$ cat config.mk
export PLATFORM = sky130hd
export DESIGN_NAME = packet_replay_engine
export DESIGN_NICKNAME = d
export VERILOG_FILES = /design/src/rtl/packet_replay_engine_pkg.sv /design/src/rtl/replay_buffer_ram.sv /design/src/rtl/packet_replay_engine.sv
export SDC_FILE = /design/constraint.sdc
export NUM_CORES = 1
export LEC_CHECK = 0
export ABC_AREA = 0
export CORE_MARGIN = 2
export CORE_UTILIZATION = 65
export DETAILED_ROUTE_END_ITERATION = 6
export PLACE_DENSITY = 0.82
export SYNTH_ARGS = -nofsm -noshare
export SYNTH_HDL_FRONTEND = slang
export SYNTH_HIERARCHICAL = 1
export SYNTH_SLANG_ARGS = --single-unit
$ cat constraint.sdc
create_clock -name i_clk -period 9.7 [get_ports i_clk]
set_input_delay 1.94 -clock i_clk [delete_from_list [all_inputs] [get_ports i_clk]]
set_output_delay 1.94 -clock i_clk [all_outputs]
set_load 0.01 [all_outputs]
$ cat src/rtl/packet_replay_engine_pkg.sv
// Shared helpers for the packet replay engine: sizing functions used by the top
// and its buffer.
package packet_replay_engine_pkg;

  function automatic int fun_sizeof_byte(input int bits);
    return (bits + 7) / 8;
  endfunction

  function automatic int fun_clog2_min1(input int n);
    return (n > 1) ? $clog2(n) : 1;
  endfunction

endpackage

$ cat src/rtl/replay_buffer_ram.sv
// Byte-wide frame store: one synchronous write port, one asynchronous read port.
module replay_buffer_ram #(
  parameter int DEPTH = 56,
  parameter int AW    = 6
) (
  input  logic          clk,
  input  logic          wr_en,
  input  logic [AW-1:0] wr_addr,
  input  logic [7:0]    wr_data,
  input  logic [AW-1:0] rd_addr,
  output logic [7:0]    rd_data
);

  logic [7:0] mem [DEPTH];

  always_ff @(posedge clk) begin
    if (wr_en) mem[wr_addr] <= wr_data;
  end

  assign rd_data = mem[rd_addr];

endmodule

$ cat src/rtl/packet_replay_engine.sv
// Frame buffer with cumulative acknowledge and on-demand replay of the
// outstanding frames as a byte stream.
module packet_replay_engine
  import packet_replay_engine_pkg::*;
#(
  parameter int FRAME_WIDTH = 56,
  parameter int ID_WIDTH    = 3
) (
  input  logic                i_clk,
  input  logic                i_arst,
  input  logic                i_wr,
  input  logic [7:0]          i_wr_byte,
  output logic [ID_WIDTH-1:0] o_wr_id,
  input  logic                i_ack,
  input  logic [ID_WIDTH-1:0] i_ack_id,
  input  logic                i_replay,
  output logic                o_rd_valid,
  output logic [7:0]          o_rd_byte,
  output logic [ID_WIDTH-1:0] o_rd_id,
  output logic                o_rd_sof,
  output logic                o_rd_eof,
  input  logic                i_rd_ready,
  output logic                o_full,
  output logic                o_empty,
  output logic                o_busy,
  output logic                o_err
);

  localparam int FRAME_BYTES = fun_sizeof_byte(FRAME_WIDTH);
  localparam int SLOTS       = 2 ** ID_WIDTH;
  localparam int DEPTH       = SLOTS * FRAME_BYTES;
  localparam int AW          = fun_clog2_min1(DEPTH);
  localparam int BW          = fun_clog2_min1(FRAME_BYTES);
  localparam int CW          = ID_WIDTH + 1;

  localparam logic [BW-1:0]       LAST_BYTE = BW'(FRAME_BYTES - 1);
  localparam logic [BW-1:0]       BW_ONE    = BW'(1);
  localparam logic [ID_WIDTH-1:0] ID_ONE    = ID_WIDTH'(1);
  localparam logic [CW-1:0]       CW_ONE    = CW'(1);
  localparam logic [CW-1:0]       SLOTS_C   = CW'(SLOTS);

  typedef enum logic {IDLE, REPLAY} state_t;

  state_t              state, state_nxt;
  logic [ID_WIDTH-1:0] head, tail, tail_nxt;
  logic [ID_WIDTH-1:0] rd_id, rd_id_nxt, end_id, end_id_nxt, next_id, ack_dist, rd_dist;
  logic [CW-1:0]       count, count_nxt;
  logic [BW-1:0]       wr_idx, rd_idx, rd_idx_nxt;
  logic                wr_ok, commit, ack_ok, err_nxt, xfer;
  logic [AW-1:0]       wr_addr, rd_addr;

  assign wr_ok    = i_wr && !o_full;
  assign commit   = wr_ok && (wr_idx == LAST_BYTE);
  assign ack_dist = i_ack_id - tail;
  assign ack_ok   = i_ack && ({1'b0, ack_dist} < count);
  assign err_nxt  = (i_wr && o_full) || (i_ack && !ack_ok);

  always_comb begin
    tail_nxt  = tail;
    count_nxt = count + CW'(commit);
    if (ack_ok) begin
      tail_nxt  = i_ack_id + ID_ONE;
      count_nxt = count_nxt - ({1'b0, ack_dist} + CW_ONE);
    end
  end

  always_ff @(posedge i_clk or posedge i_arst) begin
    if (i_arst) begin
      head   <= '0;
      tail   <= '0;
      count  <= '0;
      wr_idx <= '0;
      o_err  <= 1'b0;
    end else begin
      if (wr_ok) wr_idx <= commit ? '0 : wr_idx + BW_ONE;
      if (commit) head <= head + ID_ONE;
      tail  <= tail_nxt;
      count <= count_nxt;
      o_err <= err_nxt;
    end
  end

  // Next frame after eof: the successor while the current frame is still
  // outstanding (post-ack view), otherwise jump to the oldest outstanding frame.
  assign xfer    = (state == REPLAY) && i_rd_ready;
  assign rd_dist = rd_id - tail_nxt;
  assign next_id = ({1'b0, rd_dist} < count_nxt) ? rd_id + ID_ONE : tail_nxt;

  always_comb begin
    state_nxt  = state;
    rd_id_nxt  = rd_id;
    rd_idx_nxt = rd_idx;
    end_id_nxt = end_id;
    case (state)
      IDLE: begin
        if (i_replay && count != '0) begin
          state_nxt  = REPLAY;
          end_id_nxt = head;
          rd_id_nxt  = tail;
          rd_idx_nxt = '0;
        end
      end
      REPLAY: begin
        if (xfer) begin
          if (rd_idx != LAST_BYTE) begin
            rd_idx_nxt = rd_idx + BW_ONE;
          end else begin
            rd_idx_nxt = '0;
            rd_id_nxt  = next_id;
            if (next_id == end_id || count_nxt == '0) state_nxt = IDLE;
          end
        end
      end
      default: state_nxt = IDLE;
    endcase
  end

  always_ff @(posedge i_clk or posedge i_arst) begin
    if (i_arst) begin
      state  <= IDLE;
      rd_id  <= '0;
      rd_idx <= '0;
      end_id <= '0;
    end else begin
      state  <= state_nxt;
      rd_id  <= rd_id_nxt;
      rd_idx <= rd_idx_nxt;
      end_id <= end_id_nxt;
    end
  end

  assign wr_addr = AW'(head) * AW'(FRAME_BYTES) + AW'(wr_idx);
  assign rd_addr = AW'(rd_id) * AW'(FRAME_BYTES) + AW'(rd_idx);

  replay_buffer_ram #(
    .DEPTH (DEPTH),
    .AW    (AW)
  ) u_ram (
    .clk     (i_clk),
    .wr_en   (wr_ok),
    .wr_addr (wr_addr),
    .wr_data (i_wr_byte),
    .rd_addr (rd_addr),
    .rd_data (o_rd_byte)
  );

  assign o_wr_id    = head;
  assign o_full     = (count == SLOTS_C);
  assign o_empty    = (count == '0);
  assign o_busy     = (state == REPLAY);
  assign o_rd_valid = o_busy;
  assign o_rd_id    = rd_id;
  assign o_rd_sof   = o_busy && (rd_idx == '0);
  assign o_rd_eof   = o_busy && (rd_idx == LAST_BYTE);

endmodule

# After elaboration in Yosys (flattened, before gate mapping)
# Memories as Yosys holds them, arrays and structs flattened.
# Cells that the tools add are included.
# Widths: inputs -> output; s select.
classes:
  n_mux: 19
  bitwise_logic: 1
  n_eq_ne: 8
  reduce_logical: 20
  addsub: 12
  mul: 2
  order_cmp: 2
op_table:
  columns: ["operator", "n"]
  rows:
  - ["$mux 3", 9]
  - ["$add 3x1->3 const B", 5]
  - ["$add 6x3->6", 2]
  - ["$mul 3x3->6 const B", 2]
  - ["$pmux 3 s2", 2]
  - ["$logic_and 1x1->1", 9]
  - ["$logic_not 4->1", 2]
  - ["$lt 3x4->1", 2]
  - ["$eq 3x3->1 const B", 2]
  - ["$mux 1", 6]
  - ["$sub 3x3->3", 2]
  - ["$add 3x1->4 const B", 1]
  - ["$add 4x1->4", 1]
  - ["$eq 4x4->1 const B", 1]
  - ["$mux 4", 1]
  - ["$ne 2x2->1 const B", 2]
  - ["$reduce_and 2->1", 2]
  - ["$reduce_bool 4->1", 1]
  - ["$sub 4x4->4", 1]
  - ["$eq 3x3->1", 1]
  - ["$logic_not 3->1", 1]
  - ["$ne 3x3->1 const B", 1]
  - ["$reduce_and 3->1", 1]
  - ["$logic_not 1->1", 2]
  - ["4 further kinds", 5]
word_totals:
  out_inout_bits: 21
  inputBits: 17
  ram_bits: 448
  memories: 1
  reg_bits: 24
  word_cells: 74
mem_list:
  columns: ["memory", "depth", "word_bits", "read_ports", "rd_ports_with_merged_regs", "write_ports", "line", "source"]
  rows:
  - ["u_ram.mem", 56, 8, 1, 0, 1, "replay_buffer_ram.sv:14", "logic [7:0] mem [DEPTH];"]

# Depth between registers and ports, before layout
# Gate-level depths: netlist (run 1).
logic_depth:
  depth_word: 15
  mapped_depth: 24
  ltp_nobuf: 23

# Hierarchy
# Netlist (run 1), hierarchy kept.
by_module_without_submodules:
  columns: ["mod", "area_per_inst_um2", "cells_each", "n_inst", "seq_area_each_um2"]
  rows:
  - ["replay_buffer_ram", 17697.0, 867, 1, 13452.9]
  - ["packet_replay_engine", 2187.1, 213, 1, 600.6]

# Worst setup path after synthesis (run 1)
# OpenSTA, ideal clock, no wires.
synth_path:
  kind: "input to register"
  from: "in i_ack_id[0]"
  to: "reg state (netlist: o_busy)"
  arrival_time_ns: 5.967
  setup_slack_ns: 3.589
  cell_stages: 23
  n_path_buf: 1
  required_ns: 9.556
  setup_time_ns: 0.144
  path_cell_list: "inv_1 -> ha_1 -> inv_1 -> fa_1 -> xnor2_1 -> xor2_1 -> ha_1 -> o21bai_1 -> a22oi_2 -> buf_4 -> o21ai_0 -> ha_1 -> inv_1 -> fa_1 -> xnor2_1 -> xnor2_1 -> ha_1 -> o21a_1 -> nor2_1 -> a311oi_4 -> mux2_4 -> xnor2_1 -> a41oi_2"
synth_between:
  elab_chain_cells: 13
  elab_cells_between_ends: 18
  cone_classes: "add/sub: 5; order compare: 2; eq/ne: 1; mux: 7; reduce/logical: 3"
synth_rtl:
  columns: ["item", "line", "source"]
  rows:
  - ["start, declared", "packet_replay_engine.sv:15", "input logic [ID_WIDTH-1:0] i_ack_id,"]
  - ["$sub 3x3->3", "packet_replay_engine.sv:54", "assign ack_dist = i_ack_id - tail;"]
  - ["$lt 3x4->1", "packet_replay_engine.sv:55", "assign ack_ok = i_ack && ({1'b0, ack_dist} < count);"]
  - ["$logic_and 1x1->1", "packet_replay_engine.sv:55", null]
  - ["$mux 3 (*)", "packet_replay_engine.sv:61", "if (ack_ok) begin"]
  - ["named net tail_nxt[0]", "packet_replay_engine.sv:45", "logic [ID_WIDTH-1:0] head, tail, tail_nxt;"]
  - ["$sub 3x3->3", "packet_replay_engine.sv:86", "assign rd_dist = rd_id - tail_nxt;"]
  - ["$lt 3x4->1", "packet_replay_engine.sv:87", "assign next_id = ({1'b0, rd_dist} < count_nxt) ? rd_id + ID_ONE : tail_nxt;"]
  - ["$mux 3 (*)", "packet_replay_engine.sv:87", null]
  - ["$eq 3x3->1 (*)", "packet_replay_engine.sv:110", "if (next_id == end_id || count_nxt == '0) state_nxt = IDLE;"]
  - ["$logic_or 1x1->1 (*)", "packet_replay_engine.sv:110", null]
  - ["$mux 1 (*)", "packet_replay_engine.sv:110", null]
  - ["$mux 1 (*)", "packet_replay_engine.sv:105", "if (rd_idx != LAST_BYTE) begin"]
  - ["$mux 1 (*)", "packet_replay_engine.sv:104", "if (xfer) begin"]
  - ["$pmux 1 s2 (*)", "packet_replay_engine.sv:94", "case (state)"]
  - ["named net state_nxt", "packet_replay_engine.sv:44", "state_t state, state_nxt;"]
  - ["end signal, assigned", "packet_replay_engine.sv:125", "state <= state_nxt;"]
  - ["end, declared", "packet_replay_engine.sv:44", null]
# The timed path passes the listed nets; every way through them passes the cells marked *.
# A chain may end at the register's enable or synchronous reset.

# Worst setup path in the final report (run 1)
layout_path:
  from: "reg rd_id[0] (netlist: o_rd_id[0])"
  to: "out o_rd_byte[1]"
layout_between:
  elab_chain_cells: 3
layout_rtl:
  columns: ["item", "line", "source"]
  rows:
  - ["start, declared", "packet_replay_engine.sv:46", "logic [ID_WIDTH-1:0] rd_id, rd_id_nxt, end_id, end_id_nxt, next_id, ack_dist, rd_dist;"]
  - ["start signal, assigned", "packet_replay_engine.sv:126", "rd_id <= rd_id_nxt;"]
  - ["$mul 3x3->6", "packet_replay_engine.sv:133", "assign rd_addr = AW'(rd_id) * AW'(FRAME_BYTES) + AW'(rd_idx);"]
  - ["$add 6x3->6", "packet_replay_engine.sv:133", null]
  - ["named net rd_addr[2]", "packet_replay_engine.sv:50", "logic [AW-1:0] wr_addr, rd_addr;"]
  - ["$mem_v2 56x8", null, null]
  - ["end, declared", "packet_replay_engine.sv:18", "output logic [7:0] o_rd_byte,"]
# The timed path passes the listed nets, and every way through them passes these cells.

==> summary.md, run 1 <==
| Metric | Value |
|---|---|
| HPWL after DPL | `25,000 um` |
| CTS Hold Bufs | `0` |
| Drt pass-1 iters | `7` |
| Slew @ Worst Pin | `1190 ps` |
| Initial antenna violation count | `0` |
| Postcts setup bufs | `0` |
| Die area | `32,000 um^2` |
| WL/cell | `26.7 um` |
| Die height | `179 um` |
| Syn nets | `1,142` |
| Slew headroom | `0.203` |
| Clock slew at reported path FFs | `60 ps` |
| Avg Inst Size Synth | `18.4 um^2` |
| RD Place Congestion | `0.831` |
| GR Layer Usage met3 | `0.0416` |
| Multi-input gate area | `5370 um^2` |
| Area growth from synthesis to layout | `10.2%` |
| Met1 GRT Util | `0.396` |
| MaxCap Viol Count | `0` |
| Nets | `1,181` |
| Worst setup path category | `reg -> out` |
| Status | `completed` |
| Largest net degree at the start of global routing | `58` |
| Via Count | `10,260` |
| Clock root cell | `clkbuf_16` |
| M2 GR Usage | `0.429` |
| Cts bufs inserted | `45` |
| # setup viols final | `0` |
| DRT antenna net count | `0` |
| Initial DRC count | `1,085` |
| Number of global-route vias before repair | `10,305` |
| H-tree depth | `2` |
| Diode count | `0` |
| Clock Sinks | `472` |
| Setup Skew | `18.5 ps` |
| Syn Std Cell Area | `19,900 um^2` |
| Tmin final | `7750 ps` |
| Total detailed-routing wirelength | `41,300 um` |
| Boundary Pins | `38` |
| Crit path max fanout | `39` |
| Post-CTS resize count | `0` |
| Avg Vias per Cell | `6.62` |
| Critical Path AT | `5810 ps` |
| RSZ-0062 raised after global routing | `no` |
| Most numerous cell in the Yosys netlist | `edfxtp_1` |
| Synth async-reset ratio | `0.0508` |
| Reg area | `14,100 um^2` |
| Skew-Pair Late Insertion Delay | `550 ps` |
| Setup_tns | `0 ps` |
| Yosys cell types | `60` |
| # DRC | `0` |
| Clock Tree Buf Depth | `3` |
| Total track usage | `0.272` |
| Dominant synthesized flop cell | `edfxtp_1` |
| Crit share post-route | `0.799` |
| Die Wd | `179 um` |
| Cells after Synth | `1,080` |
| Synth area leaders | `edfxtp_1 68%, mux4_2 9.6%, dfrtp_1 3.0%` |
| Most frequent cells after synthesis | `448 x edfxtp_1, 85 x mux4_2, 84 x nor2_1` |
| Initial Util | `0.655` |
| FP Rows | `64` |
| Most used routing layer | `met2` |
| Worst hold path class | `reg -> reg` |
| CP endpoint kind | `output port` |
| Yosys top cell area share | `0.677` |
| Fillers | `1,785` |
| IO Port Bufs | `37` |
| Yosys reg bits | `472` |
| First-pass GRT wire length | `63,000 um` |
| Number of synthesized flops with an enable pin | `448` |
| WP data required | `7760 ps` |
| Synth area leader | `edfxtp_1` |
| Yosys warns | `6` |
| Final hold vios | `0` |
| Core area | `30,300 um^2` |
| Slew Viols, Final | `0` |
| Sequential element share of the synthesized area | `0.707` |
| CP startpoint kind | `flip-flop` |
| GRT Residual Overflow | `0` |
| Layout cells sized above 1 | `0.173` |
| Fmax | `129 MHz` |
| CTS tree | `built` |
## metal layers
layer | vias to the layer above | share of wire
met3 | 107 | 0.086
met1 | 5227 | 0.40
met2 | 553 | 0.48
li1 | 4373 | -
met4 | 0 | 0.039
met5 | - | 0
## sequential cells by signal, indices dropped and copies added (netlist names)
register / cells
u_ram/mem: 448
end_id: 3
tail: 3
count: 4
o_rd_id: 3
o_wr_id: 3
wr_idx: 3
o_busy: 1
o_err: 1
rd_idx: 3
## per-stage QoR
| step | cell area, um^2 | utilization | setup WS, ps | cells | hold WS, ps |
|---|---|---|---|---|---|
| after CTS | 21900 | 0.722 | 2040 | 1549 | 542 |
| after global placement | 20400 | 0.674 | 2820 | 1468 | 522 |
| after detailed placement | 20400 | 0.674 | 2630 | 1468 | 528 |
| final | 21900 | 0.722 | 1950 | 1549 | 543 |
| after global routing | 21900 | 0.722 | 1650 | 1549 | 564 |
| after floorplan | 19900 | - | 3590 | 1080 | 502 |
## critical path: stages (launching register included)
cell,delay [ps]
dfrtp_1,490
fa_1,580
inv_1,50
fa_1,470
inv_1,70
fa_2,1180
buf_4,390
nor2b_1,300
a22o_1,200
a21oi_1,50
a311oi_1,610
o311ai_1,300
clkdlybuf4s50_1,550
## layout by cell type, fill, tap and decap left out, drive strengths merged, types with 3 or more instances in the layout
| master | synthesis | final |
|---|---|---|
| a211oi | 8 | 8 |
| a21o | 6 | 6 |
| a21oi | 17 | 17 |
| a221oi | 4 | 4 |
| a22o | 6 | 6 |
| a311oi | 9 | 9 |
| a31oi | 8 | 8 |
| buf | 35 | 16 |
| bufinv | 0 | 5 |
| clkbuf | 18 | 54 |
| clkdlybuf4s50 | 0 | 29 |
| clkinv | 0 | 21 |
| dfrtp | 24 | 24 |
| edfxtp | 448 | 448 |
| fa | 11 | 11 |
| ha | 34 | 34 |
| inv | 35 | 36 |
| mux2 | 16 | 16 |
| mux2i | 32 | 32 |
| mux4 | 100 | 100 |
| nand2 | 49 | 49 |
| nand2b | 11 | 11 |
| nand3 | 11 | 11 |
| nand3b | 3 | 3 |
| nand4 | 3 | 3 |
| nor2 | 84 | 84 |
| nor2b | 16 | 16 |
| nor3 | 13 | 13 |
| nor4 | 5 | 5 |
| o21ai | 16 | 16 |
| o221ai | 4 | 4 |
| o22ai | 5 | 5 |
| o311ai | 4 | 4 |
| o31ai | 4 | 4 |
| or3 | 3 | 3 |
| xnor2 | 17 | 17 |
| xor2 | 4 | 4 |
## final timing paths
| path | start | endpoint | slack [ps] | cells after the start |
|---|---|---|---|---|
| worst max-delay path | o_rd_id[0]$_DFFE_PP0P_ | o_rd_byte[1] | 1950 | 12 |
| worst min-delay path | end_id[2]$_DFFE_PP0P_ | end_id[2]$_DFFE_PP0P_ | 540 | 1 |
| worst max register to register | tail[0]$_DFF_PP0_ | o_busy$_DFF_PP0_ | 4670 | 22 |
| worst min register to register | end_id[2]$_DFFE_PP0P_ | end_id[2]$_DFFE_PP0P_ | 540 | 1 |
| max in group asynchronous | i_arst | tail[0]$_DFF_PP0_ | 7200 | 2 |
| min in group asynchronous | i_arst | end_id[2]$_DFFE_PP0P_ | 1920 | 2 |
## area by class of cell
| type | count | area share |
|---|---|---|
| multi-input cells | 520 | 0.245 |
| flip-flops and latches | 472 | 0.641 |
| well taps | 396 | 0.0226 |
| repair buffers | 45 | 0.0178 |
| inverters | 35 | 0.00600 |
| clock inverters | 27 | 0.0120 |
| clock buffers | 54 | 0.0548 |
## cell families (layout without fill, tap and decap cells)
kind of cell | count (synthesis) | in the layout | synth area share
buffers and inverters | 88 | 161 | 0.0253
flip-flops | 472 | 472 | 0.707
adder cells (fa/ha/maj) | 45 | 45 | 0.0325
AND/OR/NAND/NOR | 207 | 207 | 0.0483
XOR/XNOR | 21 | 21 | 0.00925
multiplexers | 148 | 148 | 0.142
AO/OA/AOI/OAI | 99 | 99 | 0.0363
Power of run 1 is left out: the tool's default activity adds up to more than one toggle a clock period on the data nets, which glitch-free logic cannot reach.
==> run 2, diff against run 1 <==
--- a/config.mk
+++ b/config.mk
@@ -7,9 +7,9 @@
 export LEC_CHECK = 0
 export ABC_AREA = 0
 export CORE_MARGIN = 2
-export CORE_UTILIZATION = 65
+export CORE_UTILIZATION = 56
 export DETAILED_ROUTE_END_ITERATION = 6
-export PLACE_DENSITY = 0.82
+export PLACE_DENSITY = 0.75
 export SYNTH_ARGS = -nofsm -noshare
 export SYNTH_HDL_FRONTEND = slang
 export SYNTH_HIERARCHICAL = 1
==> constraint.sdc (replaced) <==
create_clock -name i_clk -period 6.2 [get_ports i_clk]
set_input_delay 1.24 -clock i_clk [delete_from_list [all_inputs] [get_ports i_clk]]
set_output_delay 1.24 -clock i_clk [all_outputs]
set_load 0.01 [all_outputs]
==> summary.md, run 2 (synthesis results as in run 1) <==
| Metric | Value |
|---|---|
| Max reg flops | `448 (unchanged)` |
| DRT antenna net count | `0 (unchanged)` |
| Die area | `37,000 um^2 (+16%)` |
| Total detailed-routing wirelength | `42,600 um (+3.0%)` |
| Die Wd | `192 um (+7.6%)` |
| Post-route core utilization | `0.628 (-0.0937)` |
| Fin cells | `1,641 (+5.9%)` |
| Area growth from synthesis to layout | `11.3%` |
| Slew headroom | `0.232 (+0.0287)` |
| Critical path buffer and inverter count | `4 (unchanged)` |
| Crit path max-delay family | `adder cells` |
| Worst stage delay on the critical path | `620 ps (-560 ps)` |
| Total track usage | `0.240 (-0.0326)` |
| Avg Vias per Cell | `6.30 (-5.0%)` |
| Number of global-route vias before repair | `10,528 (+2.2%)` |
| FP Rows | `69 (+7.8%)` |
| Die height | `192 um (+7.6%)` |
| Crit path max fanout | `13 (-67%)` |
| Worst setup path category | `reg -> out` |
| Layout cells sized above 1 | `0.187 (+0.0147)` |
| Largest net degree at the start of global routing | `57 (-1.7%)` |
| Nets | `1,207 (+2.2%)` |
| Worst path slowest cell | `clkdlybuf4s50_1` |
| Crit path cell chain | `fa_1, inv_1, fa_1, inv_1, fa_2, a21o_1, a21oi_1, xnor2_2, buf_4, nor3_1, a311oi_2, o311ai_1, clkdlybuf4s50_1` |
| H-tree depth | `2 (unchanged)` |
| FF-to-FF End | `o_busy$_DFF_PP0_` |
| Cts bufs inserted | `47 (+4.4%)` |
| Fillers | `2,467 (+38%)` |
| Drt pass-1 iters | `5 (-2)` |
| Core area | `35,200 um^2 (+16%)` |
| Diode count | `0 (unchanged)` |
| Commonest non-fill, non-tap cell in the layout | `edfxtp_1` |
| Slew Viols, Final | `0 (unchanged)` |
| Hold WS | `545 ps (+2.35 ps)` |
| Post-route cell area | `22,100 um^2 (+0.99%)` |
| Critical Path AT | `4790 ps (-1020 ps)` |
| Fmax | `166 MHz` |
| Worst hold path class | `reg -> reg` |
| Placed Area | `20,700 um^2 (+1.3%)` |
| Top reg by flops | `u_ram/mem` |
| MaxCap Viol Count | `0 (unchanged)` |
| Levels on crit path | `13 (+1)` |
| CTS tree | `built` |
| Largest regs | `u_ram/mem x448, count x4` |
| DP Cell Count | `1,552 (+5.7%)` |
| Clock Sinks | `472 (unchanged)` |
| First-pass GRT wire length | `64,800 um (+2.8%)` |
| Setup Skew | `24.3 ps (+5.83 ps)` |
| WL/cell | `26.0 um (-2.7%)` |
| Clock Tree Buf Depth | `3 (unchanged)` |
| Status | `completed` |
| Initial Util | `0.565 (-0.0907)` |
| CP startpoint kind | `flip-flop` |
| Boundary Pins | `38 (unchanged)` |
| Clock slew at reported path FFs | `60 ps (about the same)` |
| RSZ-0062 raised after global routing | `yes` |
| RR Startpoint | `tail[0]$_DFF_PP0_` |
| IO Port Bufs | `37 (unchanged)` |
| Clock root cell | `clkbuf_16` |
| Crit share post-route | `0.973` |
| Slew @ Worst Pin | `1150 ps (-34.0 ps)` |
| WP data required | `4960 ps (-2800 ps)` |
| Flop2flop setup slack | `1550 ps (-3120 ps)` |
| Commonest non-fill, non-tap cells in the layout | `448 x edfxtp_1, 85 x mux4_2, 84 x nor2_1` |
| Skew-Pair Late Insertion Delay | `560 ps (about the same)` |
| CP Capture Point | `o_rd_byte[6]` |
| # DRC | `0 (unchanged)` |
| # setup viols final | `0 (unchanged)` |
| HPWL after DPL | `26,200 um (+4.9%)` |
| Via Count | `10,331 (+0.69%)` |
| Worst Setup SP | `o_rd_id[0]$_DFFE_PP0P_` |
| Worst Reg2Reg Path Length in Cells | `21 (-4.5%)` |
| CP endpoint kind | `output port` |
| GRT Residual Overflow | `0 (unchanged)` |
| RD Place Congestion | `0.832 (+0.16%)` |
| Final hold vios | `0 (unchanged)` |
| Tmin final | `6030 ps` |
| Initial DRC count | `1,107 (+2.0%)` |
| Initial antenna violation count | `0 (unchanged)` |
run 2: worst reg2reg max path, stage by stage, from the launching register on:
cell,delay [ps]
dfrtp_1,390
ha_1,170
inv_1,50
fa_1,370
xnor2_1,170
xor2_1,210
ha_1,280
o21bai_1,170
a22oi_2,110
o21ai_0,270
ha_1,220
inv_1,50
fa_1,370
xnor2_1,200
xnor2_1,90
ha_1,290
o21a_1,110
nor2_1,50
a311oi_4,300
mux2i_1,320
xnor2_1,180
a41oi_2,140
run 2: how the worst min path moves through the flow:
stage,start,endpoint,depth (start not counted)
floorplan,end_id[0]$_DFFE_PP0P_,end_id[0]$_DFFE_PP0P_,1
global placement,end_id[2]$_DFFE_PP0P_,end_id[2]$_DFFE_PP0P_,1
detailed placement,end_id[0]$_DFFE_PP0P_,end_id[0]$_DFFE_PP0P_,1
CTS,end_id[0]$_DFFE_PP0P_,end_id[0]$_DFFE_PP0P_,1
global route,end_id[2]$_DFFE_PP0P_,end_id[2]$_DFFE_PP0P_,1
finish,end_id[2]$_DFFE_PP0P_,end_id[2]$_DFFE_PP0P_,1
run 2: timing repair:
item,in CTS,in global routing
pin swaps,2,0
endpoints found under the setup margin,6,8
resized for setup,0,10
hold buffers,0,0
endpoints found under the hold margin,0,0
buffers inserted,5,0
run 2: per-layer routing:
metal  vias to the layer above  routed length, um  track usage
met5                         -                  0            0
met4                         0                927       0.0652
met3                        71               3300       0.0420
met2                       462              21300        0.396
met1                      5371              17000        0.333
li1                       4427                  -            -
run 2: through the flow:
stage          worst slack [ps]  TNS, ps
2_1_floorplan               789        0
3_3_place_gp                376        0
3_5_place_dp                183        0
4_1_cts                    32.8        0
5_1_grt                   -23.9    -36.5
6_report                    169        0
run 2: area by class of cell:
| type | count | area, um^2 | area share |
|---|---|---|---|
| multi-input combinational | 520 | 5410 | 0.244 |
| clock buffer | 62 | 1230 | 0.0557 |
| clock inverter | 22 | 118 | 0.00532 |
| tap | 461 | 577 | 0.0261 |
| inverter | 35 | 134 | 0.00605 |
| sequential | 472 | 14100 | 0.635 |
| timing repair buffer | 69 | 608 | 0.0275 |
Power of run 2 is left out for the same reason.
